--- src/rtl/arm_ctrl_pkg.sv ---
// Shared encodings for the multicycle ARM control unit: FSM states, ALU ops,
// data-processing commands, condition codes and the per-state control word.
package arm_ctrl_pkg;

  typedef enum logic [3:0] {
    S_FETCH, S_DECODE, S_MEMADR, S_MEMREAD, S_MEMWB,
    S_MEMWRITE, S_EXECUTER, S_EXECUTEI, S_ALUWB, S_BRANCH
  } state_t;

  localparam logic [2:0] ALU_ADD = 3'b000;
  localparam logic [2:0] ALU_SUB = 3'b001;
  localparam logic [2:0] ALU_AND = 3'b010;
  localparam logic [2:0] ALU_ORR = 3'b011;
  localparam logic [2:0] ALU_EOR = 3'b100;

  localparam logic [3:0] CMD_AND = 4'b0000;
  localparam logic [3:0] CMD_EOR = 4'b0001;
  localparam logic [3:0] CMD_SUB = 4'b0010;
  localparam logic [3:0] CMD_ADD = 4'b0100;
  localparam logic [3:0] CMD_TST = 4'b1000;
  localparam logic [3:0] CMD_CMP = 4'b1010;
  localparam logic [3:0] CMD_ORR = 4'b1100;

  localparam logic [3:0] COND_EQ = 4'h0;
  localparam logic [3:0] COND_NE = 4'h1;
  localparam logic [3:0] COND_CS = 4'h2;
  localparam logic [3:0] COND_CC = 4'h3;
  localparam logic [3:0] COND_MI = 4'h4;
  localparam logic [3:0] COND_PL = 4'h5;
  localparam logic [3:0] COND_VS = 4'h6;
  localparam logic [3:0] COND_VC = 4'h7;
  localparam logic [3:0] COND_HI = 4'h8;
  localparam logic [3:0] COND_LS = 4'h9;
  localparam logic [3:0] COND_GE = 4'ha;
  localparam logic [3:0] COND_LT = 4'hb;
  localparam logic [3:0] COND_GT = 4'hc;
  localparam logic [3:0] COND_LE = 4'hd;
  localparam logic [3:0] COND_AL = 4'he;

  typedef struct packed {
    logic       irw;
    logic       pcupd;
    logic       adrsrc;
    logic       alusrca;
    logic [1:0] alusrcb;
    logic [1:0] resultsrc;
    logic       regw;
    logic       memw;
    logic       branch;
    logic       execute;
  } ctrl_t;

  function automatic logic cond_holds(input logic [3:0] cond, input logic [3:0] nzcv);
    logic n, z, c, v, r;
    {n, z, c, v} = nzcv;
    case (cond)
      COND_EQ: r = z;
      COND_NE: r = ~z;
      COND_CS: r = c;
      COND_CC: r = ~c;
      COND_MI: r = n;
      COND_PL: r = ~n;
      COND_VS: r = v;
      COND_VC: r = ~v;
      COND_HI: r = c & ~z;
      COND_LS: r = ~c | z;
      COND_GE: r = (n == v);
      COND_LT: r = (n != v);
      COND_GT: r = ~z & (n == v);
      COND_LE: r = z | (n != v);
      COND_AL: r = 1'b1;
      default: r = 1'b0;
    endcase
    return r;
  endfunction

endpackage

--- src/rtl/cond_unit.sv ---
// NZCV flag register, condition evaluation and the per-instruction
// condition latch that gates every later write.
module cond_unit
  import arm_ctrl_pkg::*;
#(
  parameter logic [3:0] RESET_FLAGS = 4'b0000
) (
  input  logic       clk,
  input  logic       rst_n,
  input  logic [3:0] cond,
  input  logic       decode,
  input  logic       exec,
  input  logic       flag_req,
  input  logic       arith,
  input  logic [3:0] alu_flags,
  output logic [3:0] flags,
  output logic       cond_q
);

  logic nz_we, cv_we;

  assign nz_we = exec & flag_req & cond_q;
  assign cv_we = nz_we & arith;

  always_ff @(posedge clk or negedge rst_n) begin
    if (!rst_n) begin
      flags  <= RESET_FLAGS;
      cond_q <= 1'b0;
    end else begin
      if (decode) cond_q <= cond_holds(cond, flags);
      if (nz_we)  flags[3:2] <= alu_flags[3:2];
      if (cv_we)  flags[1:0] <= alu_flags[1:0];
    end
  end

endmodule

--- src/rtl/mc_controller.sv ---
// Multicycle ARM control FSM with instruction/ALU decode and PC-write logic.
// Define CTRL_EXT_ALU_EN to add EOR, CMP and TST to the data-processing set.
module mc_controller
  import arm_ctrl_pkg::*;
#(
  parameter int         ALUCTRL_W   = 3,
  parameter logic [3:0] RESET_FLAGS = 4'b0000
) (
  input  logic                 clk,
  input  logic                 rst_n,
  input  logic [3:0]           Cond,
  input  logic [1:0]           Op,
  input  logic [5:0]           Funct,
  input  logic [3:0]           Rd,
  input  logic [3:0]           ALUFlags,
  output logic                 PCWrite,
  output logic                 MemWrite,
  output logic                 RegWrite,
  output logic                 IRWrite,
  output logic                 AdrSrc,
  output logic                 ALUSrcA,
  output logic [1:0]           ALUSrcB,
  output logic [1:0]           ResultSrc,
  output logic [1:0]           ImmSrc,
  output logic [1:0]           RegSrc,
  output logic [ALUCTRL_W-1:0] ALUControl,
  output logic                 Undef,
  output logic [3:0]           Flags
);

  // state      | meaning
  // FETCH      | load IR, PC <= PC+4
  // DECODE     | read registers, pick path by opcode
  // MEMADR     | base + offset address
  // MEMREAD    | read data memory at ALUOut
  // MEMWB      | write loaded word to Rd
  // MEMWRITE   | store to data memory at ALUOut
  // EXECUTER   | DP op, register operand
  // EXECUTEI   | DP op, immediate operand
  // ALUWB      | write ALU result to Rd
  // BRANCH     | PC <= PC+8+offset

  state_t     state_q, state_d;
  ctrl_t      ctrl;
  logic [3:0] cmd;
  logic [2:0] alu_op, alu_sel;
  logic       cmd_ok, nowrite, force_flags, undef_dec;
  logic       cond_q, regw_st, pcs;

  assign cmd = Funct[4:1];

  always_comb begin
    alu_op      = ALU_ADD;
    cmd_ok      = 1'b1;
    nowrite     = 1'b0;
    force_flags = 1'b0;
    case (cmd)
      CMD_ADD: alu_op = ALU_ADD;
      CMD_SUB: alu_op = ALU_SUB;
      CMD_AND: alu_op = ALU_AND;
      CMD_ORR: alu_op = ALU_ORR;
`ifdef CTRL_EXT_ALU_EN
      CMD_EOR: alu_op = ALU_EOR;
      CMD_CMP: begin alu_op = ALU_SUB; nowrite = 1'b1; force_flags = 1'b1; end
      CMD_TST: begin alu_op = ALU_AND; nowrite = 1'b1; force_flags = 1'b1; end
`endif
      default: cmd_ok = 1'b0;
    endcase
  end

  always_comb begin
    state_d   = state_q;
    undef_dec = 1'b0;
    case (state_q)
      S_FETCH:  state_d = S_DECODE;
      S_DECODE: begin
        case (Op)
          2'b00: begin
            if (!cmd_ok) begin
              state_d   = S_FETCH;
              undef_dec = 1'b1;
            end else begin
              state_d = Funct[5] ? S_EXECUTEI : S_EXECUTER;
            end
          end
          2'b01:   state_d = S_MEMADR;
          2'b10:   state_d = S_BRANCH;
          default: begin state_d = S_FETCH; undef_dec = 1'b1; end
        endcase
      end
      S_MEMADR:   state_d = Funct[0] ? S_MEMREAD : S_MEMWRITE;
      S_MEMREAD:  state_d = S_MEMWB;
      S_EXECUTER: state_d = S_ALUWB;
      S_EXECUTEI: state_d = S_ALUWB;
      default:    state_d = S_FETCH;
    endcase
  end

  always_ff @(posedge clk or negedge rst_n) begin
    if (!rst_n) state_q <= S_FETCH;
    else        state_q <= state_d;
  end

  always_comb begin
    ctrl = '0;
    case (state_q)
      S_FETCH: begin
        ctrl.irw = 1'b1; ctrl.pcupd = 1'b1; ctrl.alusrca = 1'b1;
        ctrl.alusrcb = 2'b10; ctrl.resultsrc = 2'b10;
      end
      S_DECODE: begin
        ctrl.alusrca = 1'b1; ctrl.alusrcb = 2'b10; ctrl.resultsrc = 2'b10;
      end
      S_MEMADR:   ctrl.alusrcb = 2'b01;
      S_MEMREAD:  ctrl.adrsrc = 1'b1;
      S_MEMWB:    begin ctrl.resultsrc = 2'b01; ctrl.regw = 1'b1; end
      S_MEMWRITE: begin ctrl.adrsrc = 1'b1; ctrl.memw = 1'b1; end
      S_EXECUTER: ctrl.execute = 1'b1;
      S_EXECUTEI: begin ctrl.alusrcb = 2'b01; ctrl.execute = 1'b1; end
      S_ALUWB:    ctrl.regw = ~nowrite;
      S_BRANCH: begin
        ctrl.alusrcb = 2'b01; ctrl.resultsrc = 2'b10; ctrl.branch = 1'b1;
      end
      default: ;
    endcase
  end

  cond_unit #(.RESET_FLAGS(RESET_FLAGS)) u_cond (
    .clk       (clk),
    .rst_n     (rst_n),
    .cond      (Cond),
    .decode    (state_q == S_DECODE),
    .exec      (ctrl.execute),
    .flag_req  (Funct[0] | force_flags),
    .arith     ((alu_op == ALU_ADD) | (alu_op == ALU_SUB)),
    .alu_flags (ALUFlags),
    .flags     (Flags),
    .cond_q    (cond_q)
  );

  // Write enables are also forced low combinationally while reset is held.
  assign regw_st  = ctrl.regw;
  assign pcs      = ((Rd == 4'hf) & regw_st) | ctrl.branch;
  assign PCWrite  = rst_n & (ctrl.pcupd | (cond_q & pcs));
  assign MemWrite = rst_n & cond_q & ctrl.memw;
  assign RegWrite = rst_n & cond_q & regw_st;
  assign IRWrite  = rst_n & ctrl.irw;
  assign Undef    = rst_n & undef_dec;

  assign AdrSrc    = ctrl.adrsrc;
  assign ALUSrcA   = ctrl.alusrca;
  assign ALUSrcB   = ctrl.alusrcb;
  assign ResultSrc = ctrl.resultsrc;
  assign ImmSrc    = Op;
  assign RegSrc    = {Op == 2'b01, Op == 2'b10};

  assign alu_sel    = ctrl.execute ? alu_op : ALU_ADD;
  assign ALUControl = ALUCTRL_W'(alu_sel);

endmodule
--- config.mk ---
export PLATFORM = sky130hd
export DESIGN_NAME = mc_controller
export DESIGN_NICKNAME = d
export VERILOG_FILES = /design/src/rtl/arm_ctrl_pkg.sv /design/src/rtl/cond_unit.sv /design/src/rtl/mc_controller.sv
export SDC_FILE = /design/constraint.sdc
export NUM_CORES = 1
export LEC_CHECK = 0
export BUFFER_PORTS_ARGS = -buffer_cell sky130_fd_sc_hd__buf_2
export CORE_ASPECT_RATIO = 1.75
export CORE_MARGIN = 1
export CORE_UTILIZATION = 42
export CTS_CLUSTER_SIZE = 8
export DETAILED_ROUTE_END_ITERATION = 8
export MAX_ROUTING_LAYER = met4
export PLACE_DENSITY = 0.75
export SYNTH_ARGS = -nofsm -noshare
export SYNTH_HDL_FRONTEND = slang
export SYNTH_SLANG_ARGS = --single-unit
--- constraint.sdc ---
create_clock -name clk -period 1.3 [get_ports clk]
set_clock_uncertainty 0.1 [all_clocks]
set_input_delay 0.13 -clock clk [delete_from_list [all_inputs] [get_ports clk]]
set_output_delay 0.13 -clock clk [all_outputs]
set_load 0.02 [all_outputs]
==> flow_summary_export.csv <==
group,metric,value,unit
setup_path,cp-start-kind,"flop",
cells_and_area,drive_gt1_share,63.9,%
cells_and_area,n_antenna_cell,0,
cells_and_area,seqCellArea,234,um^2
synthesis,synth_warnings,0,
clock_tree,cts_made_buffers,3,
floorplan,start_util,44.1,%
outcome,violations,"setup timing",
floorplan,dieArea,0.00259,mm^2
detailed_routing,dr.pass1.iters,4,
synthesis,ys_seq_elements,9,
synthesis,synth_edf_count,0,
min_path,hp-start,"ALUFlags[2]",
setup_path,cp.arrival,1.40,ns
cells_and_area,fin_nets,219,
setup_path,reg2reg_depth,5,
detailed_routing,drc,0,
place,port_buffers,42,
detailed_routing,routed_wl,3280,um
job,drv_cap,0,
floorplan,die_w,38.9,um
power_and_ir_drop,p_leak,0.869,nW
min_path,min_to,"u_cond.flags[2]",
floorplan,ios,44,
synthesis,yosysSeqAreaShare,22.5,%
cells_and_area,syn_to_final_growth,71.3,%
synthesis,synth_top_area_share,22.5,%
timing,setup_violations,21,
global_route,grt_max_degree,11,
setup_path,end_kind,"output pin",
timing,maxSlewViolCount,0,
synthesis,synth_fp_nets,145,
setup_path,regToRegSetupSlack,-0.24,ns
floorplan,floorplan.rows,23,
setup_path,r2r_end,"u_cond.flags[1]",
timing,rsz0062_at_grt,"yes",
synthesis,syn-cell-area,0.00100,mm^2
power_and_ir_drop,powerDensity,1870,mW/mm^2
place,place_inst,205,
outcome,status,"finished, violations left",
clock_tree,clock_sinks,9,
synthesis,syn_avg_cell_area,8.49,um^2
global_route,grt_usage,28.6,%
detailed_routing,postRouteAntennaNets,0,
detailed_routing,drt-initial-drc-count,40,
clock_tree,cts-root-buf,"clkbuf_8",
synthesis,synth_cell_type_count,47,
floorplan,core_area,0.00227,mm^2
clock_tree,clkTransAtPathRegs,0.04,ns
detailed_routing,routedWlPerCell,15.2,um
synthesis,async_flop_share,100,%
power_and_ir_drop,total_power,0.00321,W
synthesis,synth_top_cell_by_area,"dfrtp_1",
synthesis,yosys_most_used_dff,"dfrtp_1",
detailed_routing,dr_total_vias,1179,
place,post-dp-hpwl,2420,um
clock_tree,cts_tree,"done",
timing,holdWs,0.0364,ns
detailed_routing,vias_per_cell,5.46,
global_route,antenna_found_initial,0,
clock_tree,cts_buffer_depth,2,
synthesis,synth_area_leaders,"dfrtp_1 (22%), ha_1 (6.2%), nor3_1 (4.5%)",
global_route,grt_pass1_vias,1200,
setup_path,crit_path_max_fanout,5,
synthesis,synth_common_cells,"dfrtp_1 (9), nor3_1 (9), nor2_1 (8), nand2_1 (7)",
global_route,grt_pass1_wl,5180,um
setup_path,rr_startpoint,"state_q[2]",
timing,hold_viol,0,
power_and_ir_drop,peakVddDrop,0.00121,V
min_path,min_path_type,"in -> reg",
cells_and_area,instances_no_fill,216,
timing,fmax,612,MHz
cells_and_area,nFillCells,156,
setup_path,cp.required,1.07,ns
place,place.gp.congestion,0.765,
timing,fin_crit_sh,126,%
min_path,hold_depth,2,
clock_tree,clkLatencyLatePin,0.23,ns
timing,finalCriticalPeriod,1.63,ns
setup_path,critPathKind,"reg -> out",
cells_and_area,multi_input_area,845,um^2
synthesis,synthCells,118,
timing,fin_ws,-0.334,ns
floorplan,dieHeight,66.6,um
clock_tree,htreeDepth,1,
global_route,overflow,0,
timing,tns,-4.53,ns
cells_and_area,fin_util,75.5,%
==> how the worst max path moves through the flow <==
stage                     slack, ns            end             from
after floorplan               -0.15     ALUSrcB[0]       state_q[2]
after global placement        -0.11       RegWrite       state_q[2]
after detailed placement      -0.15  u_cond.cond_q  u_cond.flags[0]
after CTS                     -0.34       RegWrite       state_q[2]
after global routing          -0.37     ALUSrcB[1]       state_q[2]
final                         -0.33     ALUSrcB[1]       state_q[2]
==> metal layers <==
metal  GRT usage, %  routed length [um]  up-vias
li1               -                   -      562
met1           27.0                1120      581
met2           55.4                2040       30
met3           2.33                  87        6
met4           10.3                  42        0
met5              -                   0        -
==> stage by stage <==
step                      cell area [um^2]  setup WS [ns]
after floorplan                       1070         -0.145
after global placement                1470         -0.110
after detailed placement              1470         -0.153
after CTS                             1620         -0.341
after global routing                  1720         -0.373
final                                 1720         -0.334
==> final cells by class <==
type | count | share of cell area (%)
repair buffers | 78 | 31.4
flip-flops and latches | 9 | 13.6
clock buffers | 4 | 2.62
multi-input cells | 94 | 49.2
inverters | 6 | 1.31
well taps | 25 | 1.82
==> power breakdown <==
group          switching, W  internal, W  leakage (nW)
Sequential         0.000191     0.000414         0.108
Clock              0.000112     0.000214        0.0228
Combinational       0.00113      0.00114         0.738
==> registers in the layout, summed over array words and instances, names as in the netlist <==
name           flops
state_q            4
u_cond.cond_q      1
u_cond.flags       4
==> placed cells by master, fill, tap and decap left out, types with 3 or more instances in the layout <==
cell type / instances
dfrtp_2: 7
a21oi_2: 3
buf_2: 34
xor2_1: 3
inv_1: 5
nand2_1: 5
ha_1: 5
buf_4: 33
nor3b_1: 3
mux2i_1: 3
nor3_1: 5
nor2_1: 6
and2b_2: 3
clkbuf_8: 3
nor3_4: 3
o21ai_1: 4
buf_6: 9
mux2_4: 4
a21oi_1: 3
==> kinds of logic (layout without fill, tap and decap cells) <==
group	count (synthesis)	count (layout)	synth area share, %
adders and majority gates	5	5	6.24
DFF	9	9	22.5
buffers and inverters	15	88	8.24
xor gates and xnor gates	5	5	4.37
muxes	8	8	9.74
AOI/OAI and AO/OA	23	23	15.5
other	1	1	0.374
and+or+nand+nor	52	52	33.1
==> critical path: stages, from the launching register on <==
cell	delay, ns
dfrtp_2	0.42
buf_4	0.14
buf_4	0.13
or2_4	0.26
nor2_4	0.09
buf_6	0.12
==> timing repair <==
action	CTS	global route
gates resized for setup	23	19
pin swaps	3	1
hold buffers	2	0
buffers inserted	3	2
endpoints found under the hold margin	9	0
setup endpoints to repair	21	21
gates cloned	0	0
No activity file was read; power rests on OpenSTA's default activity.
